## config.mk

```make
export PLATFORM = sky130hd
export DESIGN_NAME = wb_sram_responder
export DESIGN_NICKNAME = d
export VERILOG_FILES = /design/src/rtl/wb_sram_responder.sv
export SDC_FILE = /design/constraint.sdc
export NUM_CORES = 1
export LEC_CHECK = 0
export BUFFER_PORTS_ARGS = -buffer_cell sky130_fd_sc_hd__buf_2
export CORE_AREA = 3 3 117 119
export DETAILED_ROUTE_END_ITERATION = 7
export DIE_AREA = 0 0 120 122
export SLEW_MARGIN = 20
export SYNTH_ARGS = -nofsm -noshare
export SYNTH_HDL_FRONTEND = slang
export SYNTH_SLANG_ARGS = --single-unit
```

## constraint.sdc

```tcl
create_clock -name clk -period 3.8 [get_ports clk]
set_input_delay 0.76 -clock clk [delete_from_list [all_inputs] [get_ports clk]]
set_output_delay 0.76 -clock clk [all_outputs]
set_load 0.01 [all_outputs]
```

## src/rtl/wb_sram_responder.sv

```systemverilog
// Wishbone responder mapping a fixed word-address window onto a
// 1-cycle-latency synchronous SRAM, with programmable wait states.
module wb_sram_responder #(
    parameter int          MEM_AW      = 8,
    parameter logic [23:0] BASE_ADDR   = 24'h000100,
    parameter int          WAIT_STATES = 0
) (
    input  logic              rst,
    input  logic              clk,
    input  logic              wbs_cyc_i,
    input  logic              wbs_stb_i,
    input  logic              wbs_we_i,
    input  logic [23:0]       wbs_adr_i,
    input  logic [3:0]        wbs_be_i,
    input  logic [31:0]       wbs_dat_i,
    output logic [31:0]       wbs_dat_o,
    output logic              wbs_ack_o,
    output logic              wbs_err_o,
    output logic              mem_csb_o,
    output logic              mem_web_o,
    output logic [3:0]        mem_wmask_o,
    output logic [MEM_AW-1:0] mem_addr_o,
    output logic [31:0]       mem_din_o,
    input  logic [31:0]       mem_dout_i
);

    typedef enum logic [2:0] {IDLE, WAIT, ACCESS, RDATA, RESP} state_t;

    localparam logic [3:0] WS = WAIT_STATES[3:0];

    state_t            state, state_d;
    logic [3:0]        cnt, cnt_d;
    logic              ack_d, err_d, csb_d, web_d;
    logic [3:0]        wmask_d;
    logic [MEM_AW-1:0] addr_d;
    logic [31:0]       din_d, dat_d;
    logic              hit;

    assign hit = (wbs_adr_i[23:MEM_AW] == BASE_ADDR[23:MEM_AW]);

    always_ff @(posedge clk or posedge rst) begin
        if (rst) begin
            state       <= IDLE;
            cnt         <= '0;
            wbs_ack_o   <= 1'b0;
            wbs_err_o   <= 1'b0;
            wbs_dat_o   <= '0;
            mem_csb_o   <= 1'b1;
            mem_web_o   <= 1'b1;
            mem_wmask_o <= '0;
            mem_addr_o  <= '0;
            mem_din_o   <= '0;
        end else begin
            state       <= state_d;
            cnt         <= cnt_d;
            wbs_ack_o   <= ack_d;
            wbs_err_o   <= err_d;
            wbs_dat_o   <= dat_d;
            mem_csb_o   <= csb_d;
            mem_web_o   <= web_d;
            mem_wmask_o <= wmask_d;
            mem_addr_o  <= addr_d;
            mem_din_o   <= din_d;
        end
    end

    always_comb begin
        state_d = state;
        cnt_d   = cnt;
        ack_d   = wbs_ack_o;
        err_d   = wbs_err_o;
        dat_d   = wbs_dat_o;
        csb_d   = mem_csb_o;
        web_d   = mem_web_o;
        wmask_d = mem_wmask_o;
        addr_d  = mem_addr_o;
        din_d   = mem_din_o;
        unique case (state)
            IDLE: begin
                if (wbs_cyc_i && wbs_stb_i) begin
                    if (!hit) begin
                        err_d   = 1'b1;
                        state_d = RESP;
                    end else begin
                        web_d   = ~wbs_we_i;
                        addr_d  = wbs_adr_i[MEM_AW-1:0];
                        wmask_d = wbs_be_i;
                        din_d   = wbs_dat_i;
                        if (WAIT_STATES == 0) begin
                            csb_d   = 1'b0;
                            state_d = ACCESS;
                        end else begin
                            cnt_d   = WS;
                            state_d = WAIT;
                        end
                    end
                end
            end
            WAIT: begin
                if (!wbs_cyc_i) begin
                    cnt_d   = '0;
                    web_d   = 1'b1;
                    state_d = IDLE;
                end else if (cnt == 4'd1) begin
                    cnt_d   = '0;
                    csb_d   = 1'b0;
                    state_d = ACCESS;
                end else begin
                    cnt_d = cnt - 4'd1;
                end
            end
            ACCESS: begin
                // the SRAM op is committed; an abort here only drops the ack
                csb_d = 1'b1;
                web_d = 1'b1;
                if (!wbs_cyc_i) begin
                    state_d = IDLE;
                end else if (!mem_web_o) begin
                    ack_d   = 1'b1;
                    state_d = RESP;
                end else begin
                    state_d = RDATA;
                end
            end
            RDATA: begin
                if (!wbs_cyc_i) begin
                    state_d = IDLE;
                end else begin
                    dat_d   = mem_dout_i;
                    ack_d   = 1'b1;
                    state_d = RESP;
                end
            end
            RESP: begin
                ack_d   = 1'b0;
                err_d   = 1'b0;
                state_d = IDLE;
            end
            default: state_d = IDLE;
        endcase
    end

endmodule

```

==> impl_metrics.json, run 1 <==
{
  "netSwitchingPower_mw": 0.408,
  "ant_nets": 0,
  "dp_cells": 581,
  "slew_violations": 0,
  "syn_nets": 339,
  "viasPerCell": 4.37,
  "leakagePower_nw": 2.89,
  "clock_skew_ns": 0.00692,
  "arrival_ns": 2.30,
  "chipWidth_um": 120,
  "drtPass1Iterations": 4,
  "num_rows": 41,
  "hold_viol_final": 0,
  "status": "finished clean",
  "power.density_mw_per_mm2": 381,
  "die_area_mm2": 0.0146,
  "power_frac_clock_pct": 47.6,
  "post_synth_instance_area_mm2": 0.00379,
  "synthCells": 240,
  "htree_levels": 3,
  "dp.final_hpwl_mm": 6.20,
  "fin_cells": 597,
  "grtUsageTotal_pct": 11.6,
  "grt_pass1_wl_mm": 13.6,
  "drt_iter0_markers": 98,
  "p_comb_share_pct": 4.7,
  "io_pins": 177,
  "avgSynthCellArea_um2": 15.8,
  "postPlaceCellArea_mm2": 0.00482,
  "synth-simple-area-share_pct": 7.72,
  "drive_above_1_share_pct": 66.6,
  "timing.final.crit_share_pct": 54.6,
  "path_clk_slew_ns": 0.06,
  "syn_to_final_growth_pct": 35.4,
  "tns_ns": 0,
  "sw_frac_of_total_pct": 20.9,
  "hp-class": "in -> async",
  "rsz0062_at_grt": "false",
  "core-area_mm2": 0.0127,
  "grt_max_degree": 45,
  "holdBufCountCts": 0,
  "design_area_mm2": 0.00513,
  "vias": 2607,
  "r2r_cells": 5,
  "antenna_cells": 0,
  "wl_per_cell_um": 14.0,
  "start_util_pct": 29.9,
  "die_h_um": 122,
  "ir_drop_mv": 0.162,
  "gp_congestion": 0.742,
  "grt_pass1_vias": 2712,
  "cts_resized": 0,
  "layout_setup_ws_ns": 1.73,
  "yosys_warnings": 0,
  "crit_path_end_kind": "flip-flop",
  "synth_xor_area_share_pct": 0,
  "rrSetupSlack_ns": 1.73,
  "maxCapViolations": 0,
  "synth_mux_area_share_pct": 26.8,
  "final_util_pct": 40.5,
  "clockBufferDepth": 2,
  "overflow": 0,
  "io_buffers": 176,
  "ys_seq_area_share_pct": 57.5,
  "worst_slew_pin_slew_ns": 0.485,
  "crit_fanout": 44,
  "min_period_ns": 2.07,
  "antenna_found_initial": 0,
  "cp-start-kind": "flip-flop",
  "ys_types": 40,
  "root_buffer": "clkbuf_16",
  "synth_top_family_by_area": "multiplexers",
  "timing.fmax_mhz": 482,
  "yosys_register_bits": 87,
  "insertion_delay_ns": 0.34,
  "slew_headroom_pct": 67.7,
  "setup_viol": 0,
  "critPathRequiredTime_ns": 4.02,
  "power_frac_seq_pct": 47.6,
  "routed_wl_mm": 8.39,
  "nNetsFinal": 519,
  "cts_tree": "yes",
  "drc": 0,
  "synthAdderAreaFrac_pct": 0.660,
  "path_class": "reg -> reg",
  "cts_buffers": 9,
  "cell_internal_pwr_mw": 1.55,
  "cts_setup_buffers": 0,
  "synth_compound_gate_area_share_pct": 4.03,
  "cts.sinks": 87,
  "post-place-ws_ns": 1.40
}
==> cells in the mapped netlist <==
cell type | instances | area [um2]
o31ai_1 | 2 | 15.0
o21a_1 | 1 | 7.51
nand4_1 | 1 | 6.26
buf_12 | 4 | 80.1
buf_2 | 4 | 20.0
ha_1 | 2 | 25.0
and2b_1 | 1 | 7.51
nand3b_1 | 1 | 7.51
or3_1 | 2 | 12.5
nor2_1 | 6 | 22.5
inv_1 | 4 | 15.0
dfrtp_1 | 85 | 2130
nand2b_1 | 4 | 25.0
and2_1 | 1 | 6.26
nand3_1 | 2 | 10.0
nand2_1 | 7 | 26.3
o41ai_1 | 1 | 8.76
a211o_1 | 1 | 8.76
dfstp_2 | 2 | 52.6
mux2_2 | 36 | 405
or3b_2 | 2 | 17.5
nor4b_4 | 1 | 23.8
nor2_8 | 1 | 20.0
mux2i_1 | 1 | 10.0
o21ai_0 | 4 | 20.0
nor3_1 | 1 | 5.00
o21bai_1 | 1 | 7.51
a21o_1 | 1 | 7.51
a32oi_1 | 1 | 8.76
nor3b_1 | 1 | 7.51
mux2_4 | 40 | 601
clkbuf_1 | 3 | 11.3
a31oi_1 | 1 | 6.26
a21oi_1 | 7 | 35.0
a41oi_1 | 1 | 8.76
nand4_4 | 1 | 21.3
o32a_1 | 1 | 10.0
nor4_4 | 3 | 63.8
nand3_2 | 1 | 10.0
a22o_1 | 1 | 8.76
==> worst max-delay path, cell delays in order (launching register included) <==
cell and delay (ns):
dfrtp_1 0.51, nor2_1 0.43, nand3_2 0.19, nor2_8 0.12, buf_12 0.28, mux2_2 0.38
==> power by group through the flow <==
stage	clock, mW	combinational, mW	sequential [mW]
global route	1.01	0.105	0.931
floorplan	0	0.0291	0.948
global placement	0	0.0936	0.949
detailed placement	0	0.0955	0.949
CTS	0.964	0.0958	0.931
finish	0.932	0.0927	0.932
==> kinds of logic after synthesis <==
group                      Yosys count
and+or+nand+nor                     36
adders and majority gates            2
muxes                               77
AOI/OAI and AO/OA                   23
buffers and inverters               15
DFF                                 87
==> path summary, 6_finish.rpt <==
path,end,start
worst max-delay path,mem_addr_o[6]$_DFFE_PP0P_,state[0]$_DFFE_PP0P_
worst max register to register,mem_addr_o[6]$_DFFE_PP0P_,state[0]$_DFFE_PP0P_
worst min register to register,wbs_dat_o[12]$_DFFE_PP0N_,wbs_dat_o[12]$_DFFE_PP0N_
max in group asynchronous,mem_csb_o$_DFFE_PP1P_,rst
worst min-delay path,wbs_dat_o[29]$_DFFE_PP0N_,rst
min in group clk,wbs_dat_o[12]$_DFFE_PP0N_,wbs_dat_o[12]$_DFFE_PP0N_
==> layout make-up <==
cell class                 instances  area (um2)
timing repair buffer             180         923
multi-input combinational        138        1490
fill                            1229        7540
clock buffer                      10         229
sequential                        87        2180
tap                              172         215
clock inverter                     6        85.1
inverter                           4        16.3
==> flip-flops by register name, indices dropped and copies added (netlist names) <==
name and cells:
mem_addr_o 8, wbs_dat_o 32, mem_web_o 1, wbs_err_o 1
mem_din_o 32, mem_wmask_o 4, wbs_ack_o 1, state 3
cnt 4, mem_csb_o 1
==> metrics by stage <==
step           hold WS, ns  power [mW]
5_1_grt              0.328        2.05
3_3_place_gp         0.482        1.04
4_1_cts              0.323        1.99
2_1_floorplan        0.464       0.978
3_5_place_dp         0.488        1.04
6_report             0.326        1.96
==> layout by cell type, fill, tap and decap left out, types with 2 or more instances in the layout <==
cell / instances
nand3_1: 2
inv_1: 3
bufinv_16: 2
dfrtp_1: 85
buf_4: 3
mux2_4: 40
or3b_2: 2
nand2b_1: 4
a21oi_1: 7
mux2_2: 36
nor2_1: 6
dfstp_2: 2
o31ai_1: 2
buf_2: 176
clkbuf_16: 9
nor4_4: 3
ha_1: 2
nand2_1: 7
clkinvlp_4: 2
clkinv_2: 3
o21ai_0: 4
or3_1: 2
==> routing by layer <==
metal	share of wire [%]	track usage [%]
met1	40	14.0
met2	51	19.5
met3	7.2	3.90
met4	1.3	4.29
met5	0	0
Power figures use the tool's default switching activity.
==> run 2: changes to the inputs <==
--- a/config.mk
+++ b/config.mk
@@ -5,10 +5,11 @@
 export SDC_FILE = /design/constraint.sdc
 export NUM_CORES = 1
 export LEC_CHECK = 0
+export ABC_AREA = 1
 export BUFFER_PORTS_ARGS = -buffer_cell sky130_fd_sc_hd__buf_2
-export CORE_AREA = 3 3 117 119
+export CORE_AREA = 3 3 113 115
 export DETAILED_ROUTE_END_ITERATION = 7
-export DIE_AREA = 0 0 120 122
+export DIE_AREA = 0 0 116 118
 export SLEW_MARGIN = 20
 export SYNTH_ARGS = -nofsm -noshare
 export SYNTH_HDL_FRONTEND = slang
==> constraint.sdc (replaced) <==
create_clock -name clk -period 2.1 [get_ports clk]
set_input_delay 0.42 -clock clk [delete_from_list [all_inputs] [get_ports clk]]
set_output_delay 0.42 -clock clk [all_outputs]
set_load 0.01 [all_outputs]
==> impl_metrics.json, run 2 <==
{
  "status": "finished clean",
  "cts.sinks": 87,
  "wl_per_cell_um": 12.7,
  "slew_violations": 0,
  "arrival_ns": 1.81,
  "fillers": 1183,
  "synth_top_cells_by_count": "nand2_1 (152), dfrtp_1 (85), mux2_2 (32)",
  "ys_types": 22,
  "ys_seq_area_share_pct": 62.1,
  "ant_nets": 0,
  "core-area_mm2": 0.0119,
  "ir_drop_mv": 0.350,
  "grt_max_degree": 33,
  "viasPerCell": 4.36,
  "grt_pass1_vias": 2958,
  "cts_resized": 0,
  "layout_commonest_cell": "buf_2",
  "synthFlopType": "dfrtp_1",
  "avgSynthCellArea_um2": 10.3,
  "synth_top_area_share_pct": 60.6,
  "path_delay_family": "simple AND/OR/NAND/NOR gates",
  "path_class": "reg -> reg",
  "maxCapViolations": 0,
  "synth_edf_count": 0,
  "worst_path_max_delay_cell": "dfrtp_1",
  "overflow": 0,
  "die_area_mm2": 0.0137,
  "antenna_cells": 0,
  "slew_headroom_pct": 62.1,
  "routed_wl_mm": 8.63,
  "worst_slew_pin_slew_ns": 0.568,
  "crit_fanout": 29,
  "critPathRequiredTime_ns": 2.33,
  "drive_above_1_share_pct": 45.2,
  "dp.final_hpwl_mm": 6.61,
  "ys_top_cells_by_area": "dfrtp_1 (61%), nand2_1 (16%), mux2_2 (10%)",
  "vias": 2956,
  "setup_viol": 0,
  "final_cell_mix": "buf_2 (176), nand2_1 (152), dfrtp_1 (85)",
  "critPathMaxStageDelay_ns": 0.41,
  "hold_viol_final": 0,
  "grtUsageTotal_pct": 12.9,
  "synth_top_area_cell": "dfrtp_1",
  "cts_buffers": 9,
  "start_util_pct": 29.5,
  "yosysMostFrequentCell": "nand2_1",
  "crit_buf_inv": 2,
  "holdBufCountCts": 0,
  "chipWidth_um": 116,
  "syn_nets": 441,
  "rsz0062_at_grt": "false",
  "postPlaceCellArea_mm2": 0.00458,
  "crit_chain": "nor2_1 -> nand2_1 -> inv_1 -> nand4_2 -> buf_4 -> nand2_1 -> nand2_1",
  "die_h_um": 118,
  "hp-class": "in -> async",
  "antenna_found_initial": 0,
  "yosys_register_bits": 87,
  "htree_levels": 3,
  "critPathMostFrequentCell": "nand2_1",
  "power.density_mw_per_mm2": 765,
  "cts_setup_buffers": 0,
  "timing.fmax_mhz": 630,
  "min_period_ns": 1.59,
  "tns_ns": 0,
  "cp-start-kind": "flip-flop",
  "nNetsFinal": 625,
  "clockBufferDepth": 2,
  "num_rows": 40,
  "top_regs": "mem_din_o (32), wbs_dat_o (32), mem_addr_o (8)",
  "crit_path_end_kind": "flip-flop",
  "syn_to_final_growth_pct": 40.0,
  "design_area_mm2": 0.00491,
  "yosys_warnings": 0,
  "path_clk_slew_ns": 0.06,
  "cts_tree": "yes",
  "drt_iter0_markers": 132,
  "synthCells": 342,
  "leakagePower_nw": 3.00,
  "gp_congestion": 0.804,
  "insertion_delay_ns": 0.34,
  "async_flop_share_pct": 100,
  "grt_pass1_wl_mm": 13.8,
  "root_buffer": "clkbuf_16",
  "drc": 0,
  "io_buffers": 176,
  "clock_skew_ns": 0.00575,
  "io_pins": 177,
  "drtPass1Iterations": 4,
  "timing.final.crit_share_pct": 75.6,
  "post_synth_instance_area_mm2": 0.00351
}
run 2: changes by cell type in the layout (fill, tap and decap cells not counted), moves of 5 or more:
cell	before	now
a21oi_1	7	2
nor2_1	6	13
nand3_1	2	13
inv_1	3	13
clkbuf_8	0	5
nand2_1	7	152
mux2_4	40	0
run 2: cell type report:
| class | instances | area (um2) | area share (%) |
|---|---|---|---|
| multi-input combinational | 230 | 1200 | 24.4 |
| timing repair buffer | 184 | 966 | 19.7 |
| clock buffer | 14 | 294 | 5.98 |
| clock inverter | 2 | 35.0 | 0.713 |
| tap | 147 | 184 | 3.74 |
| sequential | 87 | 2180 | 44.4 |
| inverter | 14 | 56.3 | 1.15 |
run 2: worst paths after layout:
check	start	to	slack (ns)	cells after the start
hold / removal	rst	mem_din_o[13]$_DFFE_PP0P_	0.14	2
min in group clk	wbs_dat_i[28]	mem_din_o[28]$_DFFE_PP0P_	0.28	3
max in group asynchronous	rst	mem_csb_o$_DFFE_PP1P_	1.36	3
setup reg to reg	state[0]$_DFFE_PP0P_	mem_din_o[4]$_DFFE_PP0P_	0.51	7
hold reg to reg	mem_csb_o$_DFFE_PP1P_	mem_csb_o$_DFFE_PP1P_	0.46	2
setup / recovery	state[0]$_DFFE_PP0P_	mem_din_o[4]$_DFFE_PP0P_	0.51	7
run 2: cells by family (layout without fill, tap and decap cells):
kind of cell,count (synthesis),count (layout),synth area share [%]
AND/OR/NAND/NOR,185,185,21.2
flip-flops,87,87,62.1
multiplexers,32,32,10.3
buffers and inverters,25,214,3.78
AO/OA/AOI/OAI,9,9,1.46
adder cells (fa/ha/maj),2,2,0.713
XOR/XNOR,2,2,0.499
run 2: through the flow:
| stage | utilization, % | std cells | setup WS, ns | hold slack [ns] | power, mW |
|---|---|---|---|---|---|
| floorplan | - | 342 | 0.673 | 0.464 | 1.93 |
| global placement | 38.5 | 662 | 0.421 | 0.454 | 2.10 |
| detailed placement | 38.5 | 662 | 0.375 | 0.456 | 2.10 |
| CTS | 41.3 | 678 | 0.486 | 0.138 | 3.84 |
| global route | 41.3 | 678 | 0.319 | 0.161 | 3.94 |
| finish | 41.3 | 678 | 0.512 | 0.136 | 3.76 |
run 2: layer usage:
metal	GRT usage, %	up-vias	wire length [um]
met5	0	-	0
met4	5.87	0	195
met3	4.16	15	697
met2	21.2	121	4100
met1	15.1	1369	3640
li1	-	1451	-
run 2: power breakdown:
| part | total [mW] | switching (mW) | internal [mW] |
|---|---|---|---|
| clock | 1.70 | 0.615 | 1.08 |
| combinational | 0.317 | 0.185 | 0.132 |
| sequential | 1.75 | 0.0277 | 1.72 |
==> run 3: changes to the inputs <==
--- a/config.mk
+++ b/config.mk
@@ -5,11 +5,11 @@
 export SDC_FILE = /design/constraint.sdc
 export NUM_CORES = 1
 export LEC_CHECK = 0
-export ABC_AREA = 1
+export ABC_AREA = 0
 export BUFFER_PORTS_ARGS = -buffer_cell sky130_fd_sc_hd__buf_2
-export CORE_AREA = 3 3 113 115
+export CORE_AREA = 3 3 117 119
 export DETAILED_ROUTE_END_ITERATION = 7
-export DIE_AREA = 0 0 116 118
+export DIE_AREA = 0 0 120 122
 export SLEW_MARGIN = 20
 export SYNTH_ARGS = -nofsm -noshare
 export SYNTH_HDL_FRONTEND = slang
==> constraint.sdc (replaced) <==
create_clock -name clk -period 1.5 [get_ports clk]
set_input_delay 0.3 -clock clk [delete_from_list [all_inputs] [get_ports clk]]
set_output_delay 0.3 -clock clk [all_outputs]
set_load 0.01 [all_outputs]
==> impl_metrics.json, run 3 (synthesis results as in run 1) <==
{
  "status": "finished, violations left",
  "violations": "negative setup slack",
  "insertion_delay_ns": 0.33,
  "die_h_um": 122,
  "slew_headroom_pct": 67.9,
  "core-area_mm2": 0.0127,
  "min_period_ns": 1.59,
  "drt_iter0_markers": 73,
  "arrival_ns": 1.80,
  "worst_path_max_delay_cell": "dfrtp_1",
  "ant_nets": 0,
  "cts_tree": "yes",
  "hold_viol_final": 0,
  "path_clk_slew_ns": 0.06,
  "path_class": "reg -> reg",
  "final_cell_mix": "buf_2 (176), dfrtp_1 (85), mux2_4 (49)",
  "io_pins": 177,
  "overflow": 0,
  "slew_violations": 0,
  "top_regs": "mem_din_o (32), wbs_dat_o (32), mem_addr_o (8)",
  "syn_to_final_growth_pct": 45.8,
  "cts.sinks": 87,
  "path_delay_family": "simple AND/OR/NAND/NOR gates",
  "layout_commonest_cell": "buf_2",
  "maxCapViolations": 0,
  "rsz0062_at_grt": "true",
  "drtPass1Iterations": 4,
  "leakagePower_nw": 3.10,
  "fillers": 1204,
  "root_buffer": "clkbuf_16",
  "htree_levels": 3,
  "ir_drop_mv": 0.418,
  "final_util_pct": 43.6,
  "post-place-ws_ns": -0.319,
  "grt_max_degree": 88,
  "start_util_pct": 29.9,
  "die_area_mm2": 0.0146,
  "io_buffers": 176,
  "nNetsFinal": 549,
  "routed_wl_mm": 9.30,
  "vias": 2709,
  "drive_above_1_share_pct": 70.6,
  "critPathMaxStageDelay_ns": 0.38,
  "worst_slew_pin_slew_ns": 0.482,
  "critPathRequiredTime_ns": 1.71,
  "crit_fanout": 6,
  "grt_pass1_vias": 2830,
  "drc": 0,
  "wl_per_cell_um": 14.9,
  "num_rows": 41,
  "hp-class": "in -> async",
  "cp-start-kind": "flip-flop",
  "timing.final.crit_share_pct": 106,
  "antenna_found_initial": 0,
  "grtUsageTotal_pct": 12.3,
  "dp.final_hpwl_mm": 6.51,
  "gp_congestion": 0.765,
  "timing.fmax_mhz": 630,
  "crit_chain": "and2b_2 -> nand3_4 -> nor2_8 -> buf_12 -> clkbuf_16 -> mux2_4",
  "crit_path_end_kind": "flip-flop",
  "power.density_mw_per_mm2": 828,
  "chipWidth_um": 120,
  "setup_viol": 63,
  "antenna_cells": 0,
  "grt_pass1_wl_mm": 14.0,
  "clock_skew_ns": 0.00816,
  "viasPerCell": 4.34,
  "crit_buf_inv": 2,
  "cts_buffers": 9,
  "layout_setup_ws_ns": -0.0874,
  "clockBufferDepth": 2
}
## run 3: cell types whose count changed in the layout (fill, tap and decap cells not counted), sizes merged, moves of 3 or more
cell	previous run	this run
a21oi	2	7
buf	184	207
inv	13	3
mux2	32	76
nand2	153	7
nand2b	0	4
nand3	13	3
nor2	15	7
nor4	0	3
## run 3: path summary, 6_finish.rpt
check,startpoint,endpoint,slack (ns),depth (start not counted)
setup / recovery,state[2]$_DFFE_PP0P_,mem_din_o[3]$_DFFE_PP0P_,-0.09,6
setup reg to reg,state[2]$_DFFE_PP0P_,mem_din_o[3]$_DFFE_PP0P_,-0.09,6
hold / removal,rst,wbs_dat_o[25]$_DFFE_PP0N_,0.09,3
max in group asynchronous,rst,mem_din_o[28]$_DFFE_PP0P_,1.02,3
min in group clk,wbs_dat_i[13],mem_din_o[13]$_DFFE_PP0P_,0.19,2
hold reg to reg,wbs_dat_o[14]$_DFFE_PP0N_,wbs_dat_o[14]$_DFFE_PP0N_,0.50,1
## run 3: power breakdown
| part | total [mW] | switching, mW | internal [mW] |
|---|---|---|---|
| clock | 1.96 | 0.824 | 1.13 |
| sequential | 2.36 | 0.00373 | 2.36 |
| combinational | 0.264 | 0.131 | 0.133 |
## run 3: worst reg2reg max path: cells and delay by family, from the launching register on
kind | cells | cell delay, ns
buffers and inverters | 2 | 0.29
flip-flops | 1 | 0.38
AND/OR/NAND/NOR | 3 | 0.50
multiplexers | 1 | 0.30
## run 3: cell type report
class | instances | area, um2 | area share, %
clock buffers | 11 | 243 | 4.39
clock inverters | 2 | 10.0 | 0.181
inverters | 4 | 18.8 | 0.339
multi-input cells | 138 | 1590 | 28.8
flip-flops and latches | 87 | 2180 | 39.4
well taps | 172 | 215 | 3.89
repair buffers | 210 | 1270 | 23.0
## run 3: routing by layer
layer | global-route usage, % | part of all wire, % | vias up
met2 | 20.6 | 49 | 110
met5 | 0 | 0 | -
met3 | 3.67 | 7.3 | 13
li1 | - | - | 1276
met4 | 6.23 | 2.0 | 0
met1 | 14.2 | 41 | 1310
## run 3: repair_timing
| action | 4_1_cts | 5_1_grt |
|---|---|---|
| setup buffers | 5 | 2 |
| pin swaps | 3 | 4 |
| gates resized for setup | 5 | 22 |
| gates cloned | 1 | 4 |
| endpoints found under the setup margin | 48 | 84 |
| hold endpoints to repair | 0 | 0 |
| hold buffers | 0 | 0 |
## run 3: through the flow
step                      area, um2  TNS (ns)  cells  power, mW  hold WS [ns]
after floorplan                3820     -6.03    240       2.48         0.448
after global placement         5010    -11.05    601       2.66         0.479
after detailed placement       5010    -12.48    601       2.66         0.484
after CTS                      5370     -2.62    620       4.68         0.113
after global routing           5530     -5.66    624       4.81         0.113
final                          5530     -2.57    624       4.58        0.0874
